===== config.mk =====
export PLATFORM = sky130hd
export DESIGN_NAME = mem_data_ctrl
export DESIGN_NICKNAME = d
export VERILOG_FILES = /design/src/rtl/pako_pkg.sv /design/src/rtl/mem_data_lane.sv /design/src/rtl/mem_data_ctrl.sv
export SDC_FILE = /design/constraint.sdc
export NUM_CORES = 1
export LEC_CHECK = 0
export ABC_AREA = 1
export CAP_MARGIN = 5
export CORE_MARGIN = 2
export CORE_UTILIZATION = 43
export CTS_CLUSTER_DIAMETER = 120
export DETAILED_ROUTE_END_ITERATION = 16
export PLACE_DENSITY = 0.89
export SYNTH_ARGS = -nofsm -noshare
export SYNTH_HDL_FRONTEND = slang
export SYNTH_SLANG_ARGS = --single-unit

===== constraint.sdc =====
create_clock -name clk_i -period 1.9 [get_ports clk_i]
set_input_delay 0.19 -clock clk_i [delete_from_list [all_inputs] [get_ports clk_i]]
set_output_delay 0.19 -clock clk_i [all_outputs]
set_load 0.03 [all_outputs]

===== src/rtl/pako_pkg.sv =====
// Shared types and constants for the mem_data load/store front-end.
//   mem_size_t        : access size as carried through the controller
//   mem_ctrl_state_t  : controller FSM states
//   LANE_MASK_B/H     : right-aligned byte / halfword lane masks
//   decode_size()     : maps the raw 2-bit size field, 2'b11 folds to word
package pako_pkg;

  typedef enum logic [1:0] {
    MEM_B = 2'b00,
    MEM_H = 2'b01,
    MEM_W = 2'b10
  } mem_size_t;

  typedef enum logic [1:0] {
    ST_IDLE,
    ST_LOAD,
    ST_RMW
  } mem_ctrl_state_t;

  localparam logic [31:0] LANE_MASK_B = 32'h0000_00ff;
  localparam logic [31:0] LANE_MASK_H = 32'h0000_ffff;

  function automatic mem_size_t decode_size(input logic [1:0] raw);
    case (raw)
      2'b00:   return MEM_B;
      2'b01:   return MEM_H;
      default: return MEM_W;
    endcase
  endfunction

endpackage


===== src/rtl/mem_data_lane.sv =====
// Combinational lane logic shared by the load and read-modify-write paths.
// Ports:
//   old_word_i    : word read from RAM
//   new_data_i    : right-aligned store data
//   size_i        : access size
//   offset_i      : byte offset within the word (addr[1:0])
//   is_unsigned_i : zero-extend loads when 1, sign-extend when 0
//   load_data_o   : extracted and extended load value
//   store_data_o  : old word with only the target lane replaced
module mem_data_lane
  import pako_pkg::*;
(
  input  logic [31:0] old_word_i,
  input  logic [31:0] new_data_i,
  input  mem_size_t   size_i,
  input  logic [1:0]  offset_i,
  input  logic        is_unsigned_i,
  output logic [31:0] load_data_o,
  output logic [31:0] store_data_o
);

  logic [4:0]  shamt;
  logic [31:0] mask;
  logic [31:0] lane;
  logic        sign;

  always_comb begin
    shamt        = '0;
    mask         = '0;
    lane         = '0;
    sign         = 1'b0;
    load_data_o  = old_word_i;
    store_data_o = new_data_i;
    case (size_i)
      MEM_B: begin
        shamt = {offset_i, 3'b000};
        mask  = LANE_MASK_B;
      end
      MEM_H: begin
        // Halves select by addr[1] only; addr[0] is ignored here.
        shamt = {offset_i[1], 4'b0000};
        mask  = LANE_MASK_H;
      end
      default: ;
    endcase
    if (size_i != MEM_W) begin
      lane         = (old_word_i >> shamt) & mask;
      sign         = (size_i == MEM_B) ? lane[7] : lane[15];
      load_data_o  = (is_unsigned_i || !sign) ? lane : (lane | ~mask);
      store_data_o = (old_word_i & ~(mask << shamt)) | ((new_data_i & mask) << shamt);
    end
  end

endmodule


===== src/rtl/mem_data_ctrl.sv =====
// Load/store front-end between the execute stage and the dual-port mem_data RAM.
// One request at a time; sub-word stores become read-modify-write.
// Optional feature: define MEM_MISALIGN_CHECK_EN to reject misaligned half/word
// accesses with rsp_err_o instead of touching the RAM.
// Ports:
//   clk_i, rst_i            : clock, synchronous active-high reset
//   req_*                   : request (valid/ready, we, addr, size, unsigned, wdata)
//   rsp_valid_o/rdata/err   : one-cycle response pulse per accepted request
//   mem_r_en_o/addr_r_o     : RAM read port (data on mem_data_r_i one cycle later)
//   mem_wr_en_o/addr_w/data : RAM write port
module mem_data_ctrl
  import pako_pkg::*;
#(
  parameter int unsigned ADDR_W = 32
) (
  input  logic              clk_i,
  input  logic              rst_i,
  input  logic              req_valid_i,
  output logic              req_ready_o,
  input  logic              req_we_i,
  input  logic [ADDR_W-1:0] req_addr_i,
  input  logic [1:0]        req_size_i,
  input  logic              req_unsigned_i,
  input  logic [31:0]       req_wdata_i,
  output logic              rsp_valid_o,
  output logic [31:0]       rsp_rdata_o,
  output logic              rsp_err_o,
  output logic              mem_r_en_o,
  output logic [ADDR_W-1:0] mem_addr_r_o,
  input  logic [31:0]       mem_data_r_i,
  output logic              mem_wr_en_o,
  output logic [ADDR_W-1:0] mem_addr_w_o,
  output logic [31:0]       mem_data_w_o
);

  mem_ctrl_state_t   state_q, state_d;
  logic              rsp_valid_q, rsp_valid_d;
  logic [31:0]       rsp_rdata_q, rsp_rdata_d;
  logic              rsp_err_q, rsp_err_d;
  logic [ADDR_W-1:0] addr_q, addr_d;
  mem_size_t         size_q, size_d;
  logic              uns_q, uns_d;
  logic [31:0]       wdata_q, wdata_d;

  mem_size_t   req_size;
  logic        accept;
  logic        misalign;
  logic        rd_en, wr_en;
  logic [31:0] lane_load, lane_store;

  assign req_size    = decode_size(req_size_i);
  assign req_ready_o = (state_q == ST_IDLE);
  assign accept      = req_valid_i && req_ready_o && !rst_i;

`ifdef MEM_MISALIGN_CHECK_EN
  assign misalign = ((req_size == MEM_H) && req_addr_i[0]) ||
                    ((req_size == MEM_W) && (req_addr_i[1:0] != 2'b00));
`else
  assign misalign = 1'b0;
`endif

  mem_data_lane u_lane (
    .old_word_i    (mem_data_r_i),
    .new_data_i    (wdata_q),
    .size_i        (size_q),
    .offset_i      (addr_q[1:0]),
    .is_unsigned_i (uns_q),
    .load_data_o   (lane_load),
    .store_data_o  (lane_store)
  );

  always_comb begin
    state_d      = state_q;
    rsp_valid_d  = 1'b0;
    rsp_rdata_d  = '0;
    rsp_err_d    = 1'b0;
    addr_d       = addr_q;
    size_d       = size_q;
    uns_d        = uns_q;
    wdata_d      = wdata_q;
    rd_en        = 1'b0;
    wr_en        = 1'b0;
    mem_addr_w_o = {req_addr_i[ADDR_W-1:2], 2'b00};
    mem_data_w_o = req_wdata_i;
    case (state_q)
      ST_IDLE: begin
        if (accept) begin
          addr_d  = req_addr_i;
          size_d  = req_size;
          uns_d   = req_unsigned_i;
          wdata_d = req_wdata_i;
          if (misalign) begin
            rsp_valid_d = 1'b1;
            rsp_err_d   = 1'b1;
          end else if (req_we_i && (req_size == MEM_W)) begin
            wr_en       = 1'b1;
            rsp_valid_d = 1'b1;
          end else begin
            rd_en   = 1'b1;
            state_d = req_we_i ? ST_RMW : ST_LOAD;
          end
        end
      end
      ST_LOAD: begin
        rsp_valid_d = 1'b1;
        rsp_rdata_d = lane_load;
        state_d     = ST_IDLE;
      end
      ST_RMW: begin
        wr_en        = 1'b1;
        mem_addr_w_o = {addr_q[ADDR_W-1:2], 2'b00};
        mem_data_w_o = lane_store;
        rsp_valid_d  = 1'b1;
        state_d      = ST_IDLE;
      end
      default: state_d = ST_IDLE;
    endcase
  end

  // The RMW write is combinational, so reset must mask it in the same cycle
  // to drop an in-flight operation without touching the RAM.
  assign mem_wr_en_o  = wr_en && !rst_i;
  assign mem_r_en_o   = rd_en;
  assign mem_addr_r_o = {req_addr_i[ADDR_W-1:2], 2'b00};

  assign rsp_valid_o = rsp_valid_q;
  assign rsp_rdata_o = rsp_rdata_q;
  assign rsp_err_o   = rsp_err_q;

  always_ff @(posedge clk_i) begin
    if (rst_i) begin
      state_q     <= ST_IDLE;
      rsp_valid_q <= 1'b0;
      rsp_rdata_q <= '0;
      rsp_err_q   <= 1'b0;
      addr_q      <= '0;
      size_q      <= MEM_B;
      uns_q       <= 1'b0;
      wdata_q     <= '0;
    end else begin
      state_q     <= state_d;
      rsp_valid_q <= rsp_valid_d;
      rsp_rdata_q <= rsp_rdata_d;
      rsp_err_q   <= rsp_err_d;
      addr_q      <= addr_d;
      size_q      <= size_d;
      uns_q       <= uns_d;
      wdata_q     <= wdata_d;
    end
  end

endmodule


==> results summary, run 1 <==
The flow ran to the end, but the final reports show violations. The checks that failed: setup timing. The finished layout cell area is 0.00890 mm^2. The final layout net count came out at between 1,000 and 1,500. The initial antenna violation count came out at 0. The worst setup path is captured at a primary output. Of the cells placed in the final design, the portion with a size suffix greater than 1 is 0.231. The launch instance of the worst min-delay path is req_addr_i[0].

The synthesized design contains 0 enable-type register cells. The delay of the slowest cell on the worst path came out at 340 ps. Sorting the synthesized cells by area gives the leading types as sky130_fd_sc_hd__dfxtp_1 37%, sky130_fd_sc_hd__a21oi_1 12%, sky130_fd_sc_hd__nand2_1 9.6%, sky130_fd_sc_hd__o21ai_0 9.3%, sky130_fd_sc_hd__inv_1 5.4%.

The number of cells produced by synthesis is between 800 and 900. The H-tree was split into 3 levels. Yosys printed 0 warnings. The switching part of the total is 0.334.

The count of antenna-violating nets left after detailed routing is 0. The cell that appears most often on the critical path is sky130_fd_sc_hd__buf_6. The count of unique library cells instantiated by Yosys came out at 29. The synthesis-stage register bit count came out at 102.

The detailed router's first-iteration violation count is 626. Across the VDD grid, the largest voltage drop is 0.000352 V. The arrival time at the worst endpoint came out at 1880 ps. For this run, the total global-route usage over all layers was measured as 0.287. The count of max-cap constraint violations is 0.

The number of fill cells is 958. In the routed design, unresolved DRC markers number 0. The final worst setup slack came out at -172 ps. The maximum fanout count along the critical path is 7. The clock arrives with 7.77 ps of skew. The setup slack after placement is 32.2 ps. The starting density of the core is 0.436. The buffering stage count on the worst path with inverters included is 4. The minimum period implied by the final worst setup slack came out at just over 2000 ps. The via count came out at 6,600. The hold-fix buffer count after cts came out at 0. A synthesized cell averages around 6.7 um^2. For this run, the leading register cell type out of synthesis is sky130_fd_sc_hd__dfxtp_1. The number of endpoints with negative hold slack in the final report is 0. The endpoint required time on the critical path came out at 1710 ps. The via count of the first global-routing pass is 6,161. The cell area reported after detailed placement came out at between 0.007 and 0.008 mm^2.

The floorplan step set the die width to 117 um. The portion of synthesized cell area occupied by the leading cell type is 0.374. The worst min-delay path category is input port to register. The remaining global-route overflow came out at 0. The area growth from synthesis to layout came out at 63.2%. Setup repair after global routing could not meet its margin everywhere. The worst hold path terminates at addr_q[0]. The clock sink count is 102.

Entering global routing, the biggest net connects between 60 and 70 pins. TritonCTS built the clock tree. The first global-routing pass estimated approximately 30,000 um of wire. Summed over all nets, the switching power comes to 2.11 mW. The total number of placement rows came out at 41. The portion of total power attributed to combinational logic came out at 0.333. The share of total power dissipated in sequential elements is 0.370.

The fmax came out at 0.483 GHz. The number of clock buffers inserted by TritonCTS came out at 9. The worst setup path is launched from a register. The final period utilization came out at 1.09. The static leakage came out at 3.62 nW. Once layout is complete, the cells apart from fillers number approximately 1,200.

The floorplan die height came out at 117 um. In this run the deepest clock path goes through 2 buffers. The number of max-slew violations in the final report came out at 0.

The final setup TNS came out at -3140 ps. The average via count per standard cell is approximately 5.5. The number of buffers added on ports is 230. Measured in cells, the most critical reg-to-reg path has a length of 10. The portion of total power attributed to the clock network is 0.297. The total power is 6.32 mW. The root buffer cell chosen for the clock tree is sky130_fd_sc_hd__clkbuf_16. Traced cell by cell, the critical path runs through buf_6 > nor2_4 > inv_8 > o21ai_4 > buf_6 > nand2_2 > o211ai_1 > nand2_1 > buf_6. The repair_antennas step left the layout with diodes totalling 0.

In this run the critical register-to-register path is launched from size_q[1]. The setup slack on the worst flop-to-flop path came out at approximately 100 ps. The fraction of the yosys area taken by sequential cells came out at 0.374. The total internal power is 4.21 mW. The global placement routability congestion came out at 0.920. The full die area is 0.0136 mm^2. The area of the multi-input gates is 0.00303 mm^2. The number of detailed-routing iterations run before antenna repair is 7. Across all hold checks on the routed design, the worst slack comes to 396 ps. The number of instances in the placed design is 1,161. Clock latency on the worst-skew pair, taken at its later pin, is 350 ps. The post-route core utilization is 0.711. Across the whole layout, storage elements account for around 0.0021 mm^2. The count of final setup violators came out at 32. The depth of the worst hold-timing path came out at 3. The final wirelength is 20,600 um. After clock tree synthesis, the clock-pin slew on the worst setup and hold paths is 70 ps. The top-level I/O count is between 200 and 250. The path type of the worst setup path is register to primary output. The routed length per placed instance is 17.1 um. The category of cells accounting for the largest share of critical-path delay is buffers and inverters. The biggest area contributor in the post-synthesis netlist is sky130_fd_sc_hd__dfxtp_1. The endpoint identified for the worst register-to-register timing path is rsp_rdata_o[22].

The slowest stage of the critical path belongs to the cell sky130_fd_sc_hd__dfxtp_2. The region available for standard cell placement spans about 0.013 mm^2. The HPWL reported at the end of detailed placement is 14,000 um. After synthesis, the share of flip-flops with an asynchronous set or reset is 0. The cell area after technology mapping came out at 0.00546 mm^2. For this design the ratio of total power to cell area is 710 mW/mm^2.
## synthesized netlist by cell type, drive strengths merged, types with 2 or more instances
| cell | count |
|---|---|
| dfxtp | 102 |
| nand2 | 142 |
| nand3 | 25 |
| a31oi | 2 |
| a22oi | 9 |
| clkbuf | 45 |
| o211ai | 19 |
| ha | 4 |
| a21oi | 131 |
| nor2 | 45 |
| buf | 47 |
| o21ai | 126 |
| o22ai | 23 |
| inv | 86 |
## sequential cells by signal, indices dropped and copies added, names as in the netlist
| register | count |
|---|---|
| addr_q | 32 |
| rsp_rdata_o | 32 |
| rsp_valid_o | 1 |
| size_q | 2 |
| state_q | 2 |
| uns_q | 1 |
| wdata_q | 32 |
## layer usage
| metal | vias up | track usage | routed length (um) |
|---|---|---|---|
| li1 | 3114 | - | - |
| met1 | 3010 | 0.329 | 7750 |
| met2 | 407 | 0.492 | 9810 |
| met3 | 69 | 0.0773 | 2120 |
| met4 | 0 | 0.150 | 902 |
| met5 | - | 0 | 0 |
## kinds of logic after synthesis
kind of cell | Yosys count | synth area share
AND/OR/NAND/NOR | 214 | 0.158
buffers and inverters | 179 | 0.150
adder cells (fa/ha/maj) | 4 | 0.00917
other | 1 | 0.000687
AO/OA/AOI/OAI | 312 | 0.308
flip-flops | 102 | 0.374
## worst max-delay path by stage
stage	from	end	slack [ps]	cells after the start
floorplan	state_q[0]	mem_addr_w_o[28]	-170	6
global placement	size_q[1]	mem_data_w_o[31]	90	9
detailed placement	size_q[1]	rsp_rdata_o[27]	30	10
CTS	size_q[1]	mem_data_w_o[23]	-130	9
global route	size_q[0]	mem_data_w_o[6]	-220	9
finish	size_q[0]	mem_data_w_o[6]	-170	9
## power by group through the flow
| stage | clock, mW | sequential (mW) | combinational, mW |
|---|---|---|---|
| after global routing | 1.97 | 2.35 | 2.24 |
| after detailed placement | 0 | 2.37 | 1.83 |
| after CTS | 1.89 | 2.33 | 1.98 |
| final | 1.88 | 2.34 | 2.11 |
| after global placement | 0 | 2.37 | 1.81 |
| after floorplan | 0 | 2.40 | 1.01 |
## what timing repair did
item / CTS / global route
endpoints found under the setup margin: 64 / 62
resized for setup: 78 / 77
buffers inserted: 14 / 8
pin swaps: 17 / 24
gates cloned: 6 / 1
## worst min-delay path, stage by stage
cell and delay, ps:
sky130_fd_sc_hd__clkdlybuf4s50_1 400, sky130_fd_sc_hd__nand2_1 70, sky130_fd_sc_hd__nand2_1 50
## final cells by class
cell class,count,share of cell area
multi-input cells,535,0.340
well taps,172,0.0242
clock inverters,3,0.00506
flip-flops and latches,102,0.230
repair buffers,291,0.332
repair inverters,2,0.00155
clock buffers,12,0.0277
inverters,87,0.0395
## cell usage in the layout, fill, tap and decap left out, types with 8 or more instances in the layout
cell type                         synthesis  layout
sky130_fd_sc_hd__nor2_1                  42      34
sky130_fd_sc_hd__o21ai_0                101      70
sky130_fd_sc_hd__o21ai_1                 24      46
sky130_fd_sc_hd__buf_4                   36      81
sky130_fd_sc_hd__a22oi_2                  0       8
sky130_fd_sc_hd__o22ai_1                 23       9
sky130_fd_sc_hd__clkdlybuf4s50_1          0     165
sky130_fd_sc_hd__clkbuf_16                0      10
sky130_fd_sc_hd__buf_6                    0      23
sky130_fd_sc_hd__o21ai_2                  1       9
sky130_fd_sc_hd__o22ai_2                  0      14
sky130_fd_sc_hd__inv_1                   78      74
sky130_fd_sc_hd__dfxtp_1                102      96
sky130_fd_sc_hd__nand2_1                139     132
sky130_fd_sc_hd__a21oi_1                129     108
sky130_fd_sc_hd__a21oi_2                  2      18
sky130_fd_sc_hd__nand3_1                 24      23
sky130_fd_sc_hd__o211ai_1                19      19
sky130_fd_sc_hd__nor2_2                   3       8
sky130_fd_sc_hd__buf_12                   0      17
Power figures use the tool's default switching activity.
==> run 2: changes to the inputs <==
==> constraint.sdc (replaced) <==
create_clock -name clk_i -period 1.9 [get_ports clk_i]
set_input_delay 0.285 -clock clk_i [delete_from_list [all_inputs] [get_ports clk_i]]
set_output_delay 0.285 -clock clk_i [all_outputs]
set_load 0.03 [all_outputs]
==> results summary, run 2 (same netlist as run 1, synthesis figures left out) <==
The run finished, with violations left. The final reports fail on setup timing. The finished layout cell area is 0.00922 mm^2 (+3.5%).

The total number of placement rows came to 41 (unchanged). The share of layout cells above drive strength 1 is 0.254 (+0.0235). The area of the multi-input gates was 0.00312 mm^2 (+3.0%).

The maximum number of pins on one net before global-route repair is 53 (-18%). The number of instances in the placed design came to 1,168 (+0.60%). The arrival time at the worst endpoint came out at 1900 ps (+20 ps). The met1 capacity usage during global routing is 0.336 (+0.00766).

The worst hold path begins at wdata_q[27]. The setup slack on the worst flop-to-flop path came out at 100 ps (about the same). By startpoint and endpoint, the worst setup path is classified as register to primary output.

The fmax is 0.458 GHz (-5.2%). The maximum fanout count along the critical path was 8 (+1). The clock sink count is 102 (unchanged). The number of clock buffers inserted by TritonCTS is 9 (unchanged). The total power was 6.33 mW (+0.18%). The final period utilization came out at 1.15 (+0.0596). The final layout net count is 1,137 (+0.18%). The worst clock skew on the final layout came out at 3.93 ps (-3.84 ps). The final wirelength came to 21,800 um (+5.8%). The count of final setup violators is 58 (+81%). The critical path capture point type is a primary output.

The clock-pin slew on the worst setup and hold paths is 70 ps (about the same). The minimum period implied by the final worst setup slack is 2190 ps (+113 ps). The number of max-slew violations in the final report came out at 0 (unchanged).

The post-route non-filler standard cell count came out at 1,207 (+0.25%). The routed length per placed instance came out at 18.0 um (+5.6%). The width of the die came out at 117 um (unchanged). The buffer depth of the longest clock path came out at 2 (unchanged). The met3 capacity usage during global routing is 0.0721 (-0.00519). The starting density of the core came out at 0.436 (unchanged). met2 is the most crowded layer. The path with the worst hold slack has its endpoint at wdata_q[27]. Setup repair after global routing could not meet its margin everywhere. The path class of the tightest hold or removal check is register to register.

The cell area reported after detailed placement is 0.00791 mm^2 (+1.4%). The met2 capacity usage during global routing came to 0.482 (-0.0101). The clock latency reported for the late side of the worst-skew pair came out at 350 ps (about the same).

The final setup TNS is -8100 ps (-4960 ps). The worst setup path is launched from a register. The delay of the slowest cell on the worst path is 370 ps (+30 ps).

The cell at the root of the clock tree is sky130_fd_sc_hd__clkbuf_16. The floorplan die height is 117 um (unchanged). The wire length of the first global-routing pass came out at 30,100 um (-1.1%).

For this design, the slowest cell found on the critical path is sky130_fd_sc_hd__dfxtp_4. The initial antenna violation count came to 0 (unchanged). The static leakage came out at 3.77 nW (+4.0%). The total power divided by cell area came out at 687 mW/mm^2 (-3.2%). The remaining global-route overflow came out at 0 (unchanged). The average via count per standard cell is 5.57 (+1.6%). The startpoint of the worst register-to-register path is size_q[1]. The number of buffers added on ports came to 230 (unchanged).

The smallest hold slack came out at 453 ps (+56.9 ps). The category of cells accounting for the largest share of critical-path delay is compound AO/OA/AOI/OAI gates. The number of detailed-routing iterations run before antenna repair came out at 6 (-1).

The endpoint required time on the critical path came out at 1620 ps (-90 ps). The global placement routability congestion is 0.928 (+0.95%). The CTS tree is done. The count of max-cap constraint violations came out at 0 (unchanged). The top-level I/O count is 236 (unchanged). The H-tree depth is 3 (unchanged). The via count is 6,724 (+1.9%). The worst-case reg-to-reg path depth came to 9 (-1). The count of antenna-violating nets left after detailed routing came out at 0 (unchanged). The detailed router's first-iteration violation count is 776 (+24%).

From synthesis to final layout, the design area changed by 68.9%. The full die area is 0.0136 mm^2 (unchanged). The critical path goes through nor2_4 > nand2_4 > a21oi_4 > o22ai_1 > a21oi_1 > nor2_2 > buf_12. The buffering stage count on the worst path with inverters included is 1 (-3).

The via count of the first global-routing pass is 6,027 (-2.2%). In the layout the commonest cells are 164 x sky130_fd_sc_hd__clkdlybuf4s50_1, 127 x sky130_fd_sc_hd__nand2_1, 110 x sky130_fd_sc_hd__a21oi_1. The hold-fix buffer count after cts was 0 (unchanged).

The placeable core region is 0.0125 mm^2 (unchanged). The number of endpoints with negative hold slack in the final report is 0 (unchanged). The depth of the worst hold-timing path is 2 (-1).

The final worst setup slack came out at -285 ps (-113 ps). The most common library cell in the layout ignoring fill and taps is sky130_fd_sc_hd__clkdlybuf4s50_1. The storage element area came to 0.00205 mm^2 (+0.12%). The worst register-to-register path ends at rsp_rdata_o[30]. The detailed-route DRC error count came out at 0 (unchanged). The HPWL reported at the end of detailed placement was 14,000 um (+0.29%).

The maximum vdd ir drop came out at 0.000370 V (+5.1%). The global router's overall resource usage is 0.285 (-0.00286). The number of antenna repair diodes came out at 0 (unchanged). The number of fill cells is 923 (-3.7%).
[run 2: metal layers]
metal  wire [um]  vias to the layer above
met1        8140                     3072
met4         965                        0
met5           0                        -
met2       10500                      444
li1            -                     3131
met3        2170                       77
[run 2: worst max path at each step]
| stage | start | to | depth (start not counted) |
|---|---|---|---|
| CTS | size_q[0] | mem_data_w_o[15] | 8 |
| floorplan | state_q[0] | mem_addr_w_o[28] | 6 |
| finish | size_q[0] | mem_data_w_o[15] | 7 |
| global route | size_q[1] | mem_data_w_o[9] | 8 |
| detailed placement | mem_data_r_i[31] | mem_data_w_o[31] | 6 |
| global placement | mem_data_r_i[31] | mem_data_w_o[31] | 6 |
[run 2: area by class of cell]
class | count | area share
repair buffers | 295 | 0.346
inverters | 87 | 0.0395
flip-flops and latches | 102 | 0.223
multi-input cells | 535 | 0.338
clock buffers | 13 | 0.0282
clock inverters | 3 | 0.00204
well taps | 172 | 0.0234
[run 2: tightest hold or removal path, cell delays in order, from the launching register on]
cell	delay [ps]
sky130_fd_sc_hd__dfxtp_1	300
sky130_fd_sc_hd__inv_1	60
sky130_fd_sc_hd__a21oi_1	50
[run 2: metrics by stage]
| stage | utilization | setup slack, ps |
|---|---|---|
| after floorplan | - | -56.1 |
| after global placement | 0.632 | 5.40 |
| after detailed placement | 0.632 | -2.07 |
| after global routing | 0.736 | -352 |
| final | 0.736 | -285 |
| after CTS | 0.684 | -203 |
[run 2: repair_timing]
action | 4_1_cts | 5_1_grt
pin swaps | 6 | 17
setup endpoints to repair | 64 | 66
buffers inserted | 3 | 12
gates cloned | 4 | 4
resized for setup | 60 | 122
[run 2: power by group]
group | internal [mW] | leakage [nW] | switching (mW)
Clock | 0.961 | 0.140 | 0.832
Sequential | 2.27 | 0.838 | 0.0640
Combinational | 0.943 | 2.79 | 1.26
Total | 4.17 | 3.77 | 2.16
